**src/rtl/frame_sched.sv**
```systemverilog
// Sequencing controller for the 1x20 -> 1x5 window fetcher.
// Gates frame loads, tags the 6-window burst for the compute stage, and counts frames per utterance.
module frame_sched #(
  parameter int WIN_PER_FRAME  = 6,
  parameter int FRAMES_PER_UTT = 100,
  parameter int FCNT_W         = 8
) (
  input  logic              clk,
  input  logic              rst_n,
  input  logic              start,
  input  logic              abort,
  input  logic              frame_valid,
  output logic              frame_ready,
  input  logic              fetch_empty,
  output logic              fetch_rd_en,
  input  logic              cmp_ready,
  output logic              win_valid,
  output logic [2:0]        win_idx,
  output logic              win_first,
  output logic              win_last,
  output logic [FCNT_W-1:0] frame_idx,
  output logic              busy,
  output logic              utt_done,
  output logic              err
);

  typedef enum logic [2:0] {
    S_IDLE   = 3'd0,
    S_WAIT   = 3'd1,
    S_LOAD   = 3'd2,
    S_STREAM = 3'd3,
    S_DONE   = 3'd4
  } state_t;

  state_t            r_state;
  state_t            w_next;
  logic              w_fire;
  logic              w_last_win;
  logic              w_last_frame;
  logic              w_start_ok;
  logic              w_err_set;
  logic [2:0]        w_next_idx;
  logic [2:0]        r_win_idx;
  logic              r_win_valid;
  logic              r_win_first;
  logic              r_win_last;
  logic [FCNT_W-1:0] r_frame_idx;
  logic              r_busy;
  logic              r_utt_done;
  logic              r_err;

  assign w_fire       = (r_state == S_WAIT) && frame_valid && fetch_empty && cmp_ready;
  assign w_last_win   = (r_win_idx == 3'(WIN_PER_FRAME - 1));
  assign w_last_frame = (r_frame_idx == FCNT_W'(FRAMES_PER_UTT - 1));
  assign w_start_ok   = (r_state == S_IDLE) && start && !abort;
  // The fetcher's output register holds the burst, so an empty flag mid-burst means it lost sync.
  assign w_err_set    = (fetch_empty && (r_state == S_LOAD)) ||
                        (fetch_empty && (r_state == S_STREAM) && !w_last_win);

  // Next-state decode; abort overrides every transition.
  always_comb begin
    w_next = r_state;
    case (r_state)
      S_IDLE: begin
        if (start) w_next = S_WAIT;
        else       w_next = S_IDLE;
      end
      S_WAIT: begin
        if (w_fire) w_next = S_LOAD;
        else        w_next = S_WAIT;
      end
      S_LOAD:   w_next = S_STREAM;
      S_STREAM: begin
        if (w_last_win) w_next = w_last_frame ? S_DONE : S_WAIT;
        else            w_next = S_STREAM;
      end
      S_DONE:   w_next = S_IDLE;
      default:  w_next = S_IDLE;
    endcase
    if (abort) w_next = S_IDLE;
    else       w_next = w_next;
  end

  // Window index for the coming cycle: counts only while staying in STREAM.
  always_comb begin
    w_next_idx = 3'd0;
    if ((r_state == S_STREAM) && (w_next == S_STREAM)) w_next_idx = r_win_idx + 3'd1;
    else                                                w_next_idx = 3'd0;
  end

  // State register.
  always_ff @(posedge clk or negedge rst_n) begin
    if (!rst_n) r_state <= S_IDLE;
    else        r_state <= w_next;
  end

  // Registered window tags and status flags, all derived from the upcoming state.
  always_ff @(posedge clk or negedge rst_n) begin
    if (!rst_n) begin
      r_win_valid <= 1'b0;
      r_win_idx   <= 3'd0;
      r_win_first <= 1'b0;
      r_win_last  <= 1'b0;
      r_busy      <= 1'b0;
      r_utt_done  <= 1'b0;
    end else begin
      r_win_valid <= (w_next == S_STREAM);
      r_win_idx   <= w_next_idx;
      r_win_first <= (w_next == S_STREAM) && (w_next_idx == 3'd0);
      r_win_last  <= (w_next == S_STREAM) && (w_next_idx == 3'(WIN_PER_FRAME - 1));
      r_busy      <= (w_next != S_IDLE);
      r_utt_done  <= (w_next == S_DONE);
    end
  end

  // Frame counter: cleared by an accepted start, advanced after each non-final burst.
  always_ff @(posedge clk or negedge rst_n) begin
    if (!rst_n) begin
      r_frame_idx <= '0;
    end else if (w_start_ok) begin
      r_frame_idx <= '0;
    end else if ((r_state == S_STREAM) && w_last_win && !w_last_frame && !abort) begin
      r_frame_idx <= r_frame_idx + FCNT_W'(1);
    end else begin
      r_frame_idx <= r_frame_idx;
    end
  end

  // Sticky protocol error, cleared only by an accepted start.
  always_ff @(posedge clk or negedge rst_n) begin
    if (!rst_n)          r_err <= 1'b0;
    else if (w_start_ok) r_err <= 1'b0;
    else if (w_err_set)  r_err <= 1'b1;
    else                 r_err <= r_err;
  end

  assign frame_ready = w_fire;
  assign fetch_rd_en = w_fire;
  assign win_valid   = r_win_valid;
  assign win_idx     = r_win_idx;
  assign win_first   = r_win_first;
  assign win_last    = r_win_last;
  assign frame_idx   = r_frame_idx;
  assign busy        = r_busy;
  assign utt_done    = r_utt_done;
  assign err         = r_err;

endmodule
```
**config.mk**
```make
export PLATFORM = sky130hd
export DESIGN_NAME = frame_sched
export DESIGN_NICKNAME = d
export VERILOG_FILES = /design/src/rtl/frame_sched.sv
export SDC_FILE = /design/constraint.sdc
export NUM_CORES = 1
export LEC_CHECK = 0
export BUFFER_PORTS_ARGS = -buffer_cell sky130_fd_sc_hd__buf_4
export CAP_MARGIN = 30
export CORE_ASPECT_RATIO = 0.75
export CORE_MARGIN = 1
export CORE_UTILIZATION = 35
export DETAILED_ROUTE_END_ITERATION = 12
export PLACE_DENSITY = 0.55
export SYNTH_ARGS = -nofsm -noshare
export SYNTH_HDL_FRONTEND = slang
export SYNTH_SLANG_ARGS = --single-unit
```
**constraint.sdc**
```tcl
create_clock -name clk -period 3.6 [get_ports clk]
set_input_delay 0.72 -clock clk [delete_from_list [all_inputs] [get_ports clk]]
set_output_delay 0.72 -clock clk [all_outputs]
set_load 0.02 [all_outputs]
```
==> results.json, run 1 <==
{
  "cp.depth": 4,
  "first_pass_iters": 4,
  "portBuffers": 25,
  "clock_path_buffers": 2,
  "nFillCells": 281,
  "final_core_util": 0.4721,
  "gr-max-usage-layer": "met2",
  "fin_nets": 132,
  "setup-tns-final_ps": 0,
  "synthTopCellsByArea": "dfrtp_1 51%, nand3_1 4.1%, ha_1 3.8%",
  "peakVddDrop_uv": 244.2,
  "crit_fanout": 2,
  "drt_iter0_markers": 25,
  "synth-edff-count": 0,
  "yosys_warnings": 0,
  "overflow": 0,
  "setup_viol": 0,
  "ff2ff_setup_slack_ps": 1790,
  "crit_path_start": "cmp_ready",
  "synth_common_cells": "20 x dfrtp_1, 10 x nor2_1, 8 x nand3_1",
  "rows": 16,
  "initial_utilization": 0.3712,
  "cp_cell_sequence": "buf_4 -> and4b_1 -> and3_2 -> buf_4",
  "root_buffer": "clkbuf_8",
  "postSynthAreaPerCell_um2": 10.55,
  "synth-main-ff-cell": "dfrtp_1",
  "synth_cell_types": 33,
  "timing.rr.end": "frame_idx[6]",
  "antenna_found_initial": 0,
  "cts_made_buffers": 3,
  "fin_skew_ps": 2.519,
  "cts.sinks": 20,
  "ys_async_sr_fraction": 1.000,
  "vias_per_cell": 5.167,
  "grt_util_met3": 0.04524,
  "io_pins": 26,
  "synth_area_um2": 980.9,
  "coreArea_mm2": 0.002643,
  "tightest_slew_ps": 368.0,
  "cp.arrival_ps": 1410,
  "worst_setup_path_start_kind": "input port",
  "drc": 0,
  "synth.top_cell.area_share": 0.5102,
  "clock_latency_ps": 260,
  "cts_setup_buffers": 0,
  "yosysTopAreaCell": "dfrtp_1",
  "drive_above_1_share": 0.3000,
  "cts_hold_buf": 0,
  "fin_crit_ps": 2128,
  "yosysMostFrequentCell": "dfrtp_1",
  "cts_tree": "yes",
  "clkTransAtPathRegs_ps": 70,
  "dp_hpwl_mm": 1.552,
  "grt_setup_unrepaired": "no",
  "p_leak_nw": 0.5874,
  "vias": 806,
  "final_antenna_net_count": 0,
  "seq_area_um2": 500.5,
  "syn_nets": 103,
  "cpPeakStageDelay_ps": 220,
  "crit_family": "simple AND/OR/NAND/NOR gates",
  "grt_max_degree": 21,
  "r2r_start": "win_idx[0]",
  "place_congestion": 0.7395,
  "worst-path-buf-inv": 2,
  "met2_usage": 0.2194,
  "wl_mm": 2.058,
  "die_y_um": 47.85,
  "die-area_mm2": 0.003021,
  "cts_max_level": 1,
  "grt_usage": 0.1486,
  "critPathCapture": "frame_ready",
  "maxSlewViolCount": 0,
  "reg2reg_depth": 5,
  "ys_seq_elements": 20,
  "pwr_density_cell_mw_per_mm2": 330.6,
  "multiInputGateArea_um2": 465.4,
  "wl_per_cell_um": 13.19,
  "gr-usage-met1": 0.2114,
  "end_kind": "output port",
  "fin_crit_sh": 0.5912,
  "hold_violations": 0,
  "dieWidth_um": 63.13,
  "critPathKind": "input port to output port",
  "grt_pass1_wl_mm": 3.291,
  "crit_top_cell": "buf_4",
  "diodes": 0,
  "maxCapViolations": 0,
  "syn_inst": 93,
  "fmax_mhz": 469.8,
  "syn_to_final_growth_pct": 27.17,
  "crit_slowest_cell": "and3_2",
  "grt_pass1_vias": 674,
  "status": "finished, final reports clean",
  "critPathRequiredTime_ps": 2880,
  "min_path_type": "input port to async pin",
  "ctsResizeCount": 0,
  "max_slew_margin": 0.7524,
  "ys_seq_area_frac": 0.5102
}
per-layer routing:
layer | wire, um | vias to the layer above
met5 | 0 | -
met4 | 10 | 0
met1 | 1108 | 378
li1 | - | 398
met3 | 123 | 2
met2 | 815 | 28
sequential cells by signal, summed over array words and instances, names as in the netlist:
name and count:
err 1, win_last 1, win_valid 1, win_first 1, busy 1, r_state 3, frame_idx 8, utt_done 1
win_idx 3
worst reg2reg max path, delay by kind of cell (launching register included):
| kind | cells | cell delay [ps] |
|---|---|---|
| adder cells (fa/ha/maj) | 1 | 250 |
| flip-flops | 1 | 440 |
| multiplexers | 1 | 220 |
| AND/OR/NAND/NOR | 3 | 820 |
cell type report:
class,instances,share of cell area
flip-flops and latches,20,0.4012
multi-input cells,70,0.3731
well taps,36,0.03611
repair buffers,25,0.1505
clock buffers,3,0.03310
inverters,2,0.006018
placed cells by master (no fill, tap or decap), types with 2 or more instances in the layout:
master / instances
o21ai_0: 2
nand2_1: 7
nand3b_1: 2
nor4_1: 2
nor2_1: 10
or3_1: 2
and2_1: 2
and4b_1: 2
nand4_1: 2
ha_1: 3
a41oi_1: 2
a21oi_1: 3
inv_1: 2
dfrtp_1: 20
mux2i_1: 3
and3_2: 2
nand3_1: 8
clkbuf_8: 3
nor3_1: 2
xnor2_1: 3
buf_4: 25
through the flow:
step	setup slack (ps)	hold slack, ps	instance area (um^2)	total power [W]	std cells
after floorplan	1551	424.4	980.9	0.0002516	93
after global placement	1491	495.7	1206	0.0002697	153
after detailed placement	1476	507.8	1206	0.0002698	153
after CTS	1473	336.6	1247	0.0004136	156
after global routing	1459	340.2	1247	0.0004281	156
final	1472	325.4	1247	0.0004125	156
how the worst min path moves through the flow:
stage,start,to,slack [ps],depth (start not counted)
after floorplan,rst_n,busy,420,0
after global placement,err,err,500,2
after detailed placement,err,err,510,2
after CTS,rst_n,win_valid,340,1
after global routing,rst_n,win_first,340,1
final,rst_n,win_first,330,1
logic make-up after synthesis:
family | after synthesis | share of synthesized area
simple gates | 49 | 0.2883
flops | 20 | 0.5102
compound gates | 12 | 0.09057
xor+xnor | 3 | 0.02679
buf+inv | 3 | 0.01531
mux | 3 | 0.03061
fa+ha+maj | 3 | 0.03827
power breakdown:
| part | switching (W) | internal (W) |
|---|---|---|
| sequential | 0.00000313 | 0.000228 |
| clock | 0.0000733 | 0.0000746 |
| combinational | 0.0000183 | 0.0000148 |
| total | 0.0000947 | 0.000318 |
No activity file was read; power rests on OpenSTA's default activity.
==> inputs of run 2 (changes only) <==
--- a/config.mk
+++ b/config.mk
@@ -11,7 +11,7 @@
 export CORE_MARGIN = 1
 export CORE_UTILIZATION = 35
 export DETAILED_ROUTE_END_ITERATION = 12
-export PLACE_DENSITY = 0.55
+export PLACE_DENSITY = 0.57
 export SYNTH_ARGS = -nofsm -noshare
 export SYNTH_HDL_FRONTEND = slang
 export SYNTH_SLANG_ARGS = --single-unit
==> constraint.sdc (replaced) <==
create_clock -name clk -period 1.8 [get_ports clk]
set_input_delay 0.36 -clock clk [delete_from_list [all_inputs] [get_ports clk]]
set_output_delay 0.36 -clock clk [all_outputs]
set_load 0.02 [all_outputs]
==> run 2 against run 1 <==
  * Sequential cell count unchanged
  * Die area unchanged
  * Sequential power up 99%
  * Clock skew down 0.83 ps
  * Register-to-register slack worse by 1700 ps
  * Critical path type is now register to register
==> results.json, run 2 (synthesized netlist as in run 1, its figures left out) <==
{
  "hold-path-endpoint": "err",
  "end_kind": "register",
  "hold_path_depth": 3,
  "coreArea_mm2": 0.002643,
  "rows": 16,
  "clkTransAtPathRegs_ps": 70,
  "grt_setup_unrepaired": "yes",
  "power.total_w": 0.0008226,
  "final_core_util": 0.4991,
  "pwr_density_cell_mw_per_mm2": 623.8,
  "grt_pass1_wl_mm": 3.622,
  "fin_nets": 140,
  "setup_viol": 0,
  "dp_hpwl_mm": 1.659,
  "hold_violations": 0,
  "worst_setup_path_start_kind": "register",
  "wl_per_cell_um": 13.74,
  "fin_crit_sh": 0.9510,
  "cts_tree": "yes",
  "reg2reg_depth": 7,
  "layout_common_cells": "32 x buf_4, 20 x dfrtp_1, 10 x nor2_1",
  "p_leak_nw": 0.6285,
  "antenna_found_initial": 0,
  "diodes": 0,
  "maxCapViolations": 0,
  "portBuffers": 25,
  "setup-tns-final_ps": 0,
  "grt_max_degree": 21,
  "drive_above_1_share": 0.3359,
  "status": "finished, final reports clean",
  "vias": 827,
  "critPathKind": "register to register",
  "first_pass_iters": 4,
  "largest_reg_flops": 8,
  "min_path_type": "input port to register",
  "min-delay-start": "fetch_empty",
  "drc": 0,
  "timing.rr.end": "frame_idx[7]",
  "critPathRequiredTime_ps": 1940,
  "die_y_um": 47.85,
  "root_buffer": "clkbuf_8",
  "max_slew_margin": 0.7295,
  "final_antenna_net_count": 0,
  "layout_commonest_cell": "buf_4",
  "overflow": 0,
  "peakVddDrop_uv": 488.6,
  "crit_fanout": 3,
  "clock_path_buffers": 2,
  "grt_usage": 0.1639,
  "cts_max_level": 1,
  "wl_mm": 2.254,
  "tightest_slew_ps": 402.0,
  "io_pins": 26,
  "fin_crit_ps": 1712,
  "seq_area_um2": 500.5,
  "nFillCells": 257,
  "r2r_start": "win_idx[1]",
  "vias_per_cell": 5.043,
  "fin_skew_ps": 1.687,
  "clock_latency_ps": 260,
  "syn_to_final_growth_pct": 34.44,
  "cp.arrival_ps": 1850,
  "fmax_mhz": 584.2,
  "grt_pass1_vias": 753,
  "dieWidth_um": 63.13,
  "maxSlewViolCount": 0,
  "cts.sinks": 20,
  "multiInputGateArea_um2": 474.2,
  "initial_utilization": 0.3712,
  "die-area_mm2": 0.003021,
  "cts_made_buffers": 3,
  "place_congestion": 0.9218,
  "drt_iter0_markers": 16,
  "ff2ff_setup_slack_ps": 90
}
run 2: changes by cell type in the layout (fill, tap and decap cells not counted), sizes merged:
cell	delta
buf	+7
dlygate4sd3	+1
run 2: power breakdown:
| group | total, W | switching, W | internal, W |
|---|---|---|---|
| clock | 0.000290 | 0.000141 | 0.000149 |
| sequential | 0.000462 | 0.00000549 | 0.000457 |
| combinational | 0.0000703 | 0.0000385 | 0.0000318 |
| total | 0.000823 | 0.000185 | 0.000638 |
run 2: metal layers:
layer  wire length [um]  share of wire  up-vias  GRT usage
met5                  0              0        -          0
met3                158          0.070        2    0.05952
li1                   -              -      408          -
met1               1131           0.50      392     0.2301
met4                 10         0.0044        0    0.02791
met2                954           0.42       25     0.2452
run 2: worst max path at each step:
stage,endpoint,cells after the start,slack [ps],from
6_report,frame_idx[7],7,90,win_idx[1]
5_1_grt,busy,6,-3,win_idx[1]
4_1_cts,frame_idx[6],6,8,win_idx[1]
3_5_place_dp,frame_idx[6],6,40,win_idx[1]
3_3_place_gp,frame_idx[6],6,60,win_idx[1]
2_1_floorplan,busy,5,60,frame_idx[0]
run 2: what timing repair did:
| item | 4_1_cts | 5_1_grt |
|---|---|---|
| hold buffers | 1 | 0 |
| hold endpoints to repair | 20 | 0 |
| resized for setup | 0 | 1 |
| endpoints found under the setup margin | 0 | 4 |
| buffers inserted | 0 | 1 |
run 2: cell type report:
type                    count  area share
repair buffers             33      0.1898
multi-input cells          70      0.3596
flip-flops and latches     20      0.3795
well taps                  36     0.03416
inverters                   2    0.005693
clock buffers               3     0.03131
run 2: critical path, cell delays in order, from the launching register on:
cell and delay (ps):
dfrtp_1 400, inv_1 60, ha_1 200, nand3b_1 140, buf_4 170, nor4_1 390, xnor2_1 170, nor2_1 60
run 2: per-stage QoR:
stage               std cells  hold slack [ps]  area, um^2  worst slack, ps
finish                    164            420.5        1319            88.23
global route              164            442.4        1319           -3.161
CTS                       163            412.3        1303            7.697
detailed placement        159            257.8        1251            42.17
global placement          159            259.0        1251            57.29
floorplan                  93            64.41       980.9            61.47
==> inputs of run 3 (changes only) <==
--- a/config.mk
+++ b/config.mk
@@ -9,9 +9,9 @@
 export CAP_MARGIN = 30
 export CORE_ASPECT_RATIO = 0.75
 export CORE_MARGIN = 1
-export CORE_UTILIZATION = 35
+export CORE_UTILIZATION = 45
 export DETAILED_ROUTE_END_ITERATION = 12
-export PLACE_DENSITY = 0.57
+export PLACE_DENSITY = 0.71
 export SYNTH_ARGS = -nofsm -noshare
 export SYNTH_HDL_FRONTEND = slang
 export SYNTH_SLANG_ARGS = --single-unit
==> run 3 against run 2 <==
  * Critical path depth decreased by 4
  * Via count rose by 2.1%
  * Cell area down 1.8%
  * Final cell count shrank 7.3%
  * Clock skew grew 3.5 ps
  * First-iteration DRC count rose to 2.8 times the previous value
  * Sequential power is essentially flat
  * Power shrank 3.4%
  * Largest cell class unchanged
  * Combinational power fell by 0.7%
  * Clock power decreased by 9.7%
  * Critical path type is now register to output port
==> results.json, run 3 (synthesized netlist as in run 1, its figures left out) <==
{
  "cts_max_level": 1,
  "maxSlewViolCount": 0,
  "p_leak_nw": 0.6197,
  "wl_per_cell_um": 14.22,
  "rows": 14,
  "final_antenna_net_count": 0,
  "min_path_type": "input port to register",
  "portBuffers": 25,
  "antenna_found_initial": 0,
  "crit_fanout": 6,
  "end_kind": "output port",
  "max_slew_margin": 0.7468,
  "place_congestion": 0.8936,
  "maxCapViolations": 0,
  "vias_per_cell": 5.553,
  "critPathKind": "register to output port",
  "first_pass_iters": 4,
  "diodes": 0,
  "fin_crit_ps": 1717,
  "grt_max_degree": 21,
  "fmax_mhz": 582.5,
  "hold_violations": 0,
  "peakVddDrop_uv": 731.6,
  "nFillCells": 162,
  "cts.sinks": 20,
  "place_inst": 145,
  "min-delay-start": "fetch_empty",
  "critPathRequiredTime_ps": 1440,
  "grt_pass1_wl_mm": 3.387,
  "grt_setup_unrepaired": "no",
  "die_y_um": 42.44,
  "instances_no_fill": 152,
  "clkTransAtPathRegs_ps": 110,
  "cp.arrival_ps": 1360,
  "drc": 0,
  "cts_tree": "yes",
  "crit_path_start": "r_state[1]",
  "fin_crit_sh": 0.9537,
  "dieWidth_um": 55.91,
  "root_buffer": "clkbuf_4",
  "vias": 844,
  "fin_skew_ps": 5.181,
  "drt_iter0_markers": 44,
  "layout_common_cells": "31 x buf_4, 19 x dfrtp_1, 10 x nor2_1",
  "tightest_slew_ps": 376.3,
  "clock_path_buffers": 2,
  "setup_viol": 0,
  "pwr_density_cell_mw_per_mm2": 613.5,
  "grt_usage": 0.1942,
  "worst_setup_path_start_kind": "register",
  "io_pins": 26,
  "overflow": 0,
  "status": "finished, final reports clean",
  "dp_hpwl_mm": 1.601,
  "die-area_mm2": 0.002373,
  "wl_mm": 2.161,
  "syn_to_final_growth_pct": 32.02,
  "cts_made_buffers": 3,
  "initial_utilization": 0.4828,
  "setup-tns-final_ps": 0,
  "fin_nets": 139,
  "largest_reg_flops": 8,
  "drive_above_1_share": 0.3516,
  "r2r_start": "win_idx[1]",
  "grt_pass1_vias": 713,
  "layout_commonest_cell": "buf_4",
  "clock_latency_ps": 300,
  "coreArea_mm2": 0.002032
}
==> run 3: area by class of cell <==
type                    count  area [um^2]  area share
flip-flops and latches     20        501.7      0.3874
repair buffers             32        242.7      0.1874
multi-input cells          70        476.7      0.3681
clock buffers               4        36.28     0.02802
well taps                  24        30.03     0.02319
inverters                   2        7.507    0.005797
==> run 3: timing repair <==
action / 4_1_cts / 5_1_grt
buffers inserted: 0 / 2
setup endpoints to repair: 0 / 5
hold buffers: 1 / 0
gates resized for setup: 0 / 3
endpoints found under the hold margin: 20 / 0
==> run 3: worst max-delay path, stage by stage (launching register included) <==
cell     delay (ps)
dfrtp_2         450
and4b_1         270
and3_2          190
buf_4           140
==> run 3: stage by stage <==
stage          cell area, um^2  setup WS [ps]  total power (W)  hold WS, ps  utilization
4_1_cts                   1267          32.31        0.0008076        352.4       0.6238
6_report                  1295          83.32        0.0007945        362.6       0.6373
2_1_floorplan            980.9          61.47        0.0005031        64.41            -
5_1_grt                   1295          8.657        0.0008307        375.8       0.6373
3_5_place_dp              1221          85.50        0.0005391        255.5       0.6010
3_3_place_gp              1221          108.3        0.0005389        252.8       0.6010
==> run 3: worst paths after layout <==
| check | to | slack [ps] | cells past startpoint |
|---|---|---|---|
| max | fetch_rd_en | 80 | 3 |
| min | err | 360 | 3 |
| max reg2reg | busy | 100 | 6 |
| min reg2reg | err | 520 | 2 |
| max in group asynchronous | r_state[1] | 1110 | 2 |
| min in group asynchronous | frame_idx[2] | 460 | 2 |
==> run 3: power by group <==
group	internal [W]	switching, W	total [W]	leakage [nW]
combinational	0.0000318	0.0000380	0.0000698	0.324
clock	0.000123	0.000138	0.000262	0.0210
sequential	0.000457	0.00000623	0.000463	0.274
total	0.000612	0.000182	0.000795	0.620
==> run 3: metal layers <==
layer	vias up	global-route usage	routed length, um
met4	0	0.05854	19
met1	382	0.3058	1066
met3	2	0.06790	212
met2	44	0.2458	863
met5	-	0	0
li1	416	-	-
